`config.mk`:
```
export PLATFORM = sky130hd
export DESIGN_NAME = multisim_noc_bridge
export DESIGN_NICKNAME = d
export VERILOG_FILES = /design/src/rtl/multisim_noc_bridge_pkg.sv /design/src/rtl/multisim_fifo.sv /design/src/rtl/multisim_noc_bridge.sv
export SDC_FILE = /design/constraint.sdc
export NUM_CORES = 2
export LEC_CHECK = 0
export CAP_MARGIN = 20
export CORE_MARGIN = 2
export CORE_UTILIZATION = 55
export CTS_CLUSTER_SIZE = 28
export DETAILED_ROUTE_END_ITERATION = 10
export MAX_ROUTING_LAYER = met4
export PLACE_DENSITY = 0.72
export SLEW_MARGIN = 10
export SYNTH_ARGS = -nofsm -noshare
export SYNTH_HDL_FRONTEND = slang
export SYNTH_SLANG_ARGS = --single-unit
```
`constraint.sdc`:
```
create_clock -name clk -period 6.25 [get_ports clk]
set_clock_uncertainty 0.2 [all_clocks]
set_input_delay 0.625 -clock clk [delete_from_list [all_inputs] [get_ports clk]]
set_output_delay 0.625 -clock clk [all_outputs]
set_load 0.005 [all_outputs]
```
`src/rtl/multisim_noc_bridge_pkg.sv`:
```
// multisim_noc_bridge_pkg: default parameters and id width helper for the noc bridge.
package multisim_noc_bridge_pkg;
    localparam int DEF_DATA_WIDTH  = 64;
    localparam int DEF_N_CPU       = 4;
    localparam int DEF_FIFO_DEPTH  = 4;
    localparam int DEF_IDLE_CYCLES = 16;

    function automatic int id_w(input int n);
        return (n > 1) ? $clog2(n) : 1;
    endfunction
endpackage

```
`src/rtl/multisim_fifo.sv`:
```
// multisim_fifo: registered-output-latency FIFO, one cycle from write to visible head.
module multisim_fifo #(
    parameter int DATA_WIDTH = 64,
    parameter int DEPTH      = 4
) (
    input  logic                  clk,
    input  logic                  rst,
    input  logic                  push,
    input  logic [DATA_WIDTH-1:0] wdata,
    input  logic                  pop,
    output logic [DATA_WIDTH-1:0] rdata,
    output logic                  full,
    output logic                  empty
);
    localparam int AW = $clog2(DEPTH);

    logic [DATA_WIDTH-1:0] mem_q [DEPTH];
    logic [AW-1:0]         wptr_q, rptr_q;
    logic [AW:0]           cnt_q;
    logic                  do_push, do_pop;

    assign full    = cnt_q == (AW+1)'(DEPTH);
    assign empty   = cnt_q == '0;
    assign rdata   = mem_q[rptr_q];
    assign do_pop  = pop & ~empty;
    // a simultaneous pop frees the slot, so a full FIFO may also accept
    assign do_push = push & (~full | do_pop);

    always_ff @(posedge clk or posedge rst) begin
        if (rst) begin
            wptr_q <= '0;
            rptr_q <= '0;
            cnt_q  <= '0;
        end else begin
            if (do_push) wptr_q <= wptr_q + 1'b1;
            if (do_pop) rptr_q <= rptr_q + 1'b1;
            cnt_q <= cnt_q + (AW+1)'(do_push) - (AW+1)'(do_pop);
        end
    end

    always_ff @(posedge clk) begin
        if (do_push) mem_q[wptr_q] <= wdata;
    end
endmodule

```
`src/rtl/multisim_noc_bridge.sv`:
```
// multisim_noc_bridge: per-channel FIFOs between server ports and a single noc link,
// round-robin c2n arbitration, n2c routing by id, and drain/quiet detection.
module multisim_noc_bridge
    import multisim_noc_bridge_pkg::*;
#(
    parameter int DATA_WIDTH  = DEF_DATA_WIDTH,
    parameter int N_CPU       = DEF_N_CPU,
    parameter int FIFO_DEPTH  = DEF_FIFO_DEPTH,
    parameter int IDLE_CYCLES = DEF_IDLE_CYCLES,
    localparam int ID_W       = id_w(N_CPU)
) (
    input  logic                        clk,
    input  logic                        rst,
    input  logic [N_CPU-1:0]            srv_c2n_vld,
    input  logic [N_CPU*DATA_WIDTH-1:0] srv_c2n_data,
    output logic [N_CPU-1:0]            srv_c2n_rdy,
    output logic                        noc_c2n_vld,
    output logic [DATA_WIDTH-1:0]       noc_c2n_data,
    output logic [ID_W-1:0]             noc_c2n_id,
    input  logic                        noc_c2n_rdy,
    input  logic                        noc_n2c_vld,
    input  logic [DATA_WIDTH-1:0]       noc_n2c_data,
    input  logic [ID_W-1:0]             noc_n2c_id,
    output logic                        noc_n2c_rdy,
    output logic [N_CPU-1:0]            srv_n2c_vld,
    output logic [N_CPU*DATA_WIDTH-1:0] srv_n2c_data,
    input  logic [N_CPU-1:0]            srv_n2c_rdy,
    output logic                        transactions_done,
    output logic                        bad_id_err
);
    localparam int OW = $clog2(2*FIFO_DEPTH*N_CPU+1);
    localparam int IW = $clog2(IDLE_CYCLES+1);

    logic [N_CPU-1:0]                 c2n_full, c2n_empty, c2n_pop;
    logic [N_CPU-1:0]                 n2c_full, n2c_empty, n2c_push;
    logic [N_CPU-1:0][DATA_WIDTH-1:0] c2n_head, n2c_head;
    logic [N_CPU-1:0][OW-1:0]         out_q, out_d;
    logic [ID_W-1:0]                  rr_q, rr_d, lock_id_q, lock_id_d, grant;
    logic                             lock_q, lock_d;
    logic [IW-1:0]                    idle_q, idle_d;
    logic                             done_q, done_d, bad_q, bad_d;
    logic                             id_ok, c2n_acc, n2c_acc, any_hs;

    for (genvar c = 0; c < N_CPU; c++) begin : g_ch
        multisim_fifo #(.DATA_WIDTH(DATA_WIDTH), .DEPTH(FIFO_DEPTH)) u_c2n (
            .clk(clk), .rst(rst),
            .push(srv_c2n_vld[c] & srv_c2n_rdy[c]),
            .wdata(srv_c2n_data[c*DATA_WIDTH +: DATA_WIDTH]),
            .pop(c2n_pop[c]), .rdata(c2n_head[c]),
            .full(c2n_full[c]), .empty(c2n_empty[c])
        );
        multisim_fifo #(.DATA_WIDTH(DATA_WIDTH), .DEPTH(FIFO_DEPTH)) u_n2c (
            .clk(clk), .rst(rst),
            .push(n2c_push[c]), .wdata(noc_n2c_data),
            .pop(srv_n2c_vld[c] & srv_n2c_rdy[c]), .rdata(n2c_head[c]),
            .full(n2c_full[c]), .empty(n2c_empty[c])
        );
        assign c2n_pop[c]  = c2n_acc && grant == ID_W'(c);
        assign n2c_push[c] = n2c_acc && id_ok && noc_n2c_id == ID_W'(c);
        assign srv_n2c_data[c*DATA_WIDTH +: DATA_WIDTH] = n2c_head[c];
    end

    assign id_ok             = int'(noc_n2c_id) < N_CPU;
    assign srv_c2n_rdy       = rst ? '0 : ~c2n_full;
    assign srv_n2c_vld       = ~n2c_empty;
    assign noc_c2n_vld       = ~&c2n_empty;
    assign noc_c2n_data      = c2n_head[grant];
    assign noc_c2n_id        = grant;
    // out-of-range ids are always accepted so they can be dropped
    assign noc_n2c_rdy       = rst ? 1'b0 : (id_ok ? ~n2c_full[noc_n2c_id] : 1'b1);
    assign c2n_acc           = noc_c2n_vld & noc_c2n_rdy;
    assign n2c_acc           = noc_n2c_vld & noc_n2c_rdy;
    assign any_hs            = |(srv_c2n_vld & srv_c2n_rdy) | c2n_acc | n2c_acc | |(srv_n2c_vld & srv_n2c_rdy);
    assign transactions_done = done_q;
    assign bad_id_err        = bad_q;

    // a stalled beat locks the grant so a newly filled channel cannot steal it
    always_comb begin
        grant = lock_q ? lock_id_q : rr_q;
        if (!lock_q)
            for (int i = N_CPU-1; i >= 0; i--)
                if (!c2n_empty[(int'(rr_q)+i) % N_CPU]) grant = ID_W'((int'(rr_q)+i) % N_CPU);
        rr_d      = c2n_acc ? ((int'(grant) == N_CPU-1) ? '0 : grant + 1'b1) : rr_q;
        lock_d    = noc_c2n_vld & ~noc_c2n_rdy;
        lock_id_d = grant;
    end

    always_comb begin
        for (int k = 0; k < N_CPU; k++) begin
            out_d[k] = out_q[k];
            if (c2n_pop[k] && !n2c_push[k] && out_q[k] != '1) out_d[k] = out_q[k] + 1'b1;
            else if (n2c_push[k] && !c2n_pop[k] && out_q[k] != '0) out_d[k] = out_q[k] - 1'b1;
        end
        idle_d = any_hs ? '0 : ((idle_q == IW'(IDLE_CYCLES)) ? idle_q : idle_q + 1'b1);
        done_d = &c2n_empty && &n2c_empty && out_q == '0 && idle_q == IW'(IDLE_CYCLES);
        bad_d  = bad_q | (noc_n2c_vld & ~id_ok);
    end

    always_ff @(posedge clk or posedge rst) begin
        if (rst) begin
            rr_q      <= '0;
            lock_q    <= 1'b0;
            lock_id_q <= '0;
            out_q     <= '0;
            idle_q    <= '0;
            done_q    <= 1'b0;
            bad_q     <= 1'b0;
        end else begin
            rr_q      <= rr_d;
            lock_q    <= lock_d;
            lock_id_q <= lock_id_d;
            out_q     <= out_d;
            idle_q    <= idle_d;
            done_q    <= done_d;
            bad_q     <= bad_d;
        end
    end
endmodule

```
==> metrics.md <==
| Metric | Value |
|---|---|
| Status | completed |
| Ratio of cells with drive above 1 in the final layout | 0.2076 |
| Vias per cell | 6.100 |
| Capture point of the worst reg-to-reg path | out_q[17]$_DFFE_PP0P_ |
| Fmax | 186.8 MHz |
| Maxcap violations | 0 |
| Die Area | around 0.15 sq mm |
| Post-synth cell types | between 50 and 60 |
| Final period utilization | 0.8567 |
| Total gr overflow | 0 |
| Worst R2R Path Depth | 13 |
| Register area share after synthesis | 0.7856 |
| Number of port buffers | 666 |
| Worst vdd ir | about 0.46 mV |
| Root Buffer | clkbuf_16 |
| Final Wtd Congestion | about 0.8 |
| Height of the chip | 388.2 microns |
| # rows | between 100 and 150 |
| Post-synth net total | 4058 |
| Final ANT Viol Nets | 0 |
| Via count | approximately 40k |
| Hold Path Sink | g_ch[0].u_c2n.mem_q[2][1]$_DFFE_PP_ |
| Hold_buf cts | 0 |
| Hold path depth | 1 |
| Register-to-register setup slack | approximately 1800 ps |
| Startpoint Class | register |
| Layout Nets | slightly below 5k |
| DRC violations left | 0 |
| CP Max Fanout | between 70 and 80 |
| CTS sink cnt | 2139 |
| Number of global-route vias before repair | about 41k |
| Asr flop ratio synth | 0.04254 |
| Final HPWL from detailed placement | ~120 mm |
| CP required | 5420 ps |
| Detailed-router iteration count before antenna repair | 5 |
| Slew HR | 0.2669 |
| Post_cts resized | 0 |
| Post-synthesis cell count | 3645 |
| CTS Buf Count | around 210 |
| R2R Path Start | rr_q[1]$_DFFE_PP0P_ |
| Die X | a little under 400 microns |
| Tot Pwr | 43490 uW |
| Mapped cell area | slightly above 0.08 sq mm |
| Largest net degree at the start of global routing | about 130 |
| HP Class | primary input to register |
| Cell-by-cell trace of the critical path | nor4_2 -> o2bb2ai_1 -> a221oi_1 -> a22oi_4 -> inv_6 -> buf_4 -> nand2_1 -> and3_1 -> a31oi_1 -> clkdlybuf4s50_1 |
| Power density cells | roughly 450 mW/mm^2 |
| Final Hold Viols | 0 |
| Initial drt markers | about 3.7k |
| Postcts setup bufs | 0 |
| Area grow syn2layout | 19.62% |
| Worst path slowest cell | inv_6 |
| Maximum clock path buffer count | 3 |
| CP max stage delay | 580 ps |
| Ys Warns | 0 |
| Global-route wire length before repair | between 200 and 300 mm |
| Final setup viols | 0 |
| Reg clk slew, reported paths | around 60 ps |
| Initial core utilization | 0.5557 |
| Ys flop type | edfxtp_1 |
| Top Ports | 668 |
| Global Route Usage Sum | 0.2753 |
| Initial antenna violation count | 63 |
| Final min period | 5354 ps |
| CTS tree | done |
| Slew @ Worst Pin | between 1000 and 1500 ps |
| Critical path class | register to primary output |
| Leakage Power | around 0.032 uW |
| Crit path capture type | primary output |
| Drt wl/cell | 30.37 microns |
| RSZ-0062 raised after global routing | false |
| Worst-Skew Late Latency | about 820 ps |
| Final setup TNS | 0 ps |
| Min-delay src | srv_c2n_data[1] |
| Max-slew violations | 0 |
| Post-synthesis average cell area | ~22 sq um |
| WP data arrival | 4530 ps |
| Seq cells post-synth | roughly 2.1k |
| # H-tree levels | 4 |
| Total wire length | ~200 mm |
| Core ar. | about 0.15 sq mm |
| Post-synth EDFFs | approximately 2.0k |
| FILL cells | 9361 |
[layout make-up]
type	count	area, sq um	share of cell area
flip-flops and latches	2139	63840	0.6573
diodes	65	162.7	0.001675
clock buffers	248	5398	0.05558
inverters	72	280.3	0.002886
well taps	1917	2399	0.02470
multi-input cells	1268	16590	0.1708
clock inverters	124	1236	0.01273
repair buffers	734	7209	0.07424
[critical path: cells and delay by family, from the launching register on]
family	cells	cell delay, ps
buffers and inverters	3	1620
and+or+nand+nor	3	630
DFF	1	490
AOI/OAI and AO/OA	4	890
[cells in the final DEF (no fill, tap or decap), types with 7 or more instances in the layout]
cell / count
clkdlybuf4s50_1: 666
mux2_4: 7
ha_1: 67
dfrtp_1: 75
o21ai_0: 9
and2_1: 11
clkinv_1: 40
nor3_1: 8
and3_4: 20
nor4_1: 8
clkinv_2: 40
or3_1: 8
clkinvlp_4: 7
mux2i_1: 7
clkbuf_16: 210
a31oi_1: 71
diode_2: 65
dfrtp_4: 16
clkbuf_1: 38
a21oi_1: 19
edfxtp_1: 2048
and2_4: 12
nand2_1: 290
nor2_1: 21
fa_1: 12
inv_1: 69
and3_1: 64
xnor2_1: 47
bufinv_16: 20
buf_4: 66
mux4_2: 512
xor2_1: 17
[cell families (layout without fill, tap and decap cells)]
family                   Yosys count  in the layout  share of synthesized area
buffers and inverters            238           1178                    0.01167
AO/OA/AOI/OAI                    121            121                   0.009956
adder cells (fa/ha/maj)           79             79                    0.01328
AND/OR/NAND/NOR                  469            469                    0.02726
XOR/XNOR                          64             64                   0.006904
multiplexers                     534            534                     0.1453
flip-flops                      2139           2139                     0.7856
other                              1             66                 0.00004619
[through the flow]
stage | util | area (sq um) | instances | hold slack (ps) | setup slack [ps]
floorplan | - | 81180 | 3645 | 255.6 | 514.0
global placement | 0.6180 | 90290 | 6129 | 281.5 | 1782
detailed placement | 0.6180 | 90290 | 6129 | 286.9 | 1754
CTS | 0.6634 | 96920 | 6501 | 156.9 | 822.5
global route | 0.6646 | 97090 | 6558 | 195.5 | 656.9
finish | 0.6647 | 97110 | 6567 | 220.4 | 895.7
[synthesized netlist by cell type (4+ instances only)]
library cell | number | area [sq um]
edfxtp_1 | 2048 | 61500
mux4_2 | 512 | 11530
nand2_1 | 290 | 1089
clkbuf_1 | 103 | 386.6
dfrtp_1 | 91 | 2277
and3_1 | 84 | 525.5
a31oi_1 | 71 | 444.2
inv_1 | 70 | 262.8
ha_1 | 67 | 838.3
xnor2_1 | 47 | 411.6
buf_1 | 38 | 142.6
and2_1 | 23 | 143.9
buf_2 | 21 | 105.1
nor2_1 | 21 | 78.83
a21oi_1 | 19 | 95.09
xor2_1 | 17 | 148.9
fa_1 | 12 | 240.2
o21ai_0 | 9 | 45.04
nor3_1 | 8 | 40.04
nor4_1 | 8 | 50.05
or3_1 | 8 | 50.05
mux2_4 | 7 | 105.1
mux2i_1 | 7 | 70.07
a21o_1 | 6 | 45.04
nand3_1 | 5 | 25.02
nand4_1 | 5 | 31.28
nor4_2 | 5 | 62.56
o21bai_1 | 5 | 37.54
mux2_1 | 4 | 45.04
mux2_2 | 4 | 45.04
[power by group]
group          total [uW]  switching (uW)  internal, uW  leakage (uW)
combinational       12800            6020          6740       0.00881
clock               12200            5240          6970       0.00324
sequential          18500            1540         17000        0.0196
[state kept, by name (all words and copies together), names as in the netlist]
signal,cells
g_ch.u_c2n.mem_q,1024
g_ch.u_n2c.mem_q,1024
out_q,24
g_ch.u_c2n.cnt_q,12
g_ch.u_n2c.cnt_q,12
g_ch.u_c2n.rptr_q,8
g_ch.u_c2n.wptr_q,8
g_ch.u_n2c.rptr_q,8
g_ch.u_n2c.wptr_q,8
idle_q,5
lock_id_q,2
rr_q,2
lock_q,1
transactions_done,1
[layer usage]
layer | GRT usage | vias up | wire (microns)
met1 | 0.3513 | 21190 | 74880
met5 | - | - | 0
li1 | - | 16680 | -
met2 | 0.4393 | 1922 | 99760
met4 | 0.07089 | 0 | 4250
met3 | 0.07947 | 270 | 20570
[worst max-delay path by stage]
stage	depth (start not counted)	slack, ps	from	endpoint
after detailed placement	10	1750	rr_q[1]$_DFFE_PP0P_	noc_c2n_data[5]
after global routing	10	660	g_ch[2].u_c2n.cnt_q[1]$_DFF_PP0_	noc_c2n_data[5]
after CTS	10	820	rr_q[1]$_DFFE_PP0P_	noc_c2n_data[5]
final	10	900	rr_q[1]$_DFFE_PP0P_	noc_c2n_data[5]
after global placement	17	1780	rr_q[1]$_DFFE_PP0P_	out_q[23]$_DFFE_PP0P_
after floorplan	4	510	rst	g_ch[0].u_n2c.mem_q[0][0]$_DFFE_PP_
No activity file was read; power rests on OpenSTA's default activity.
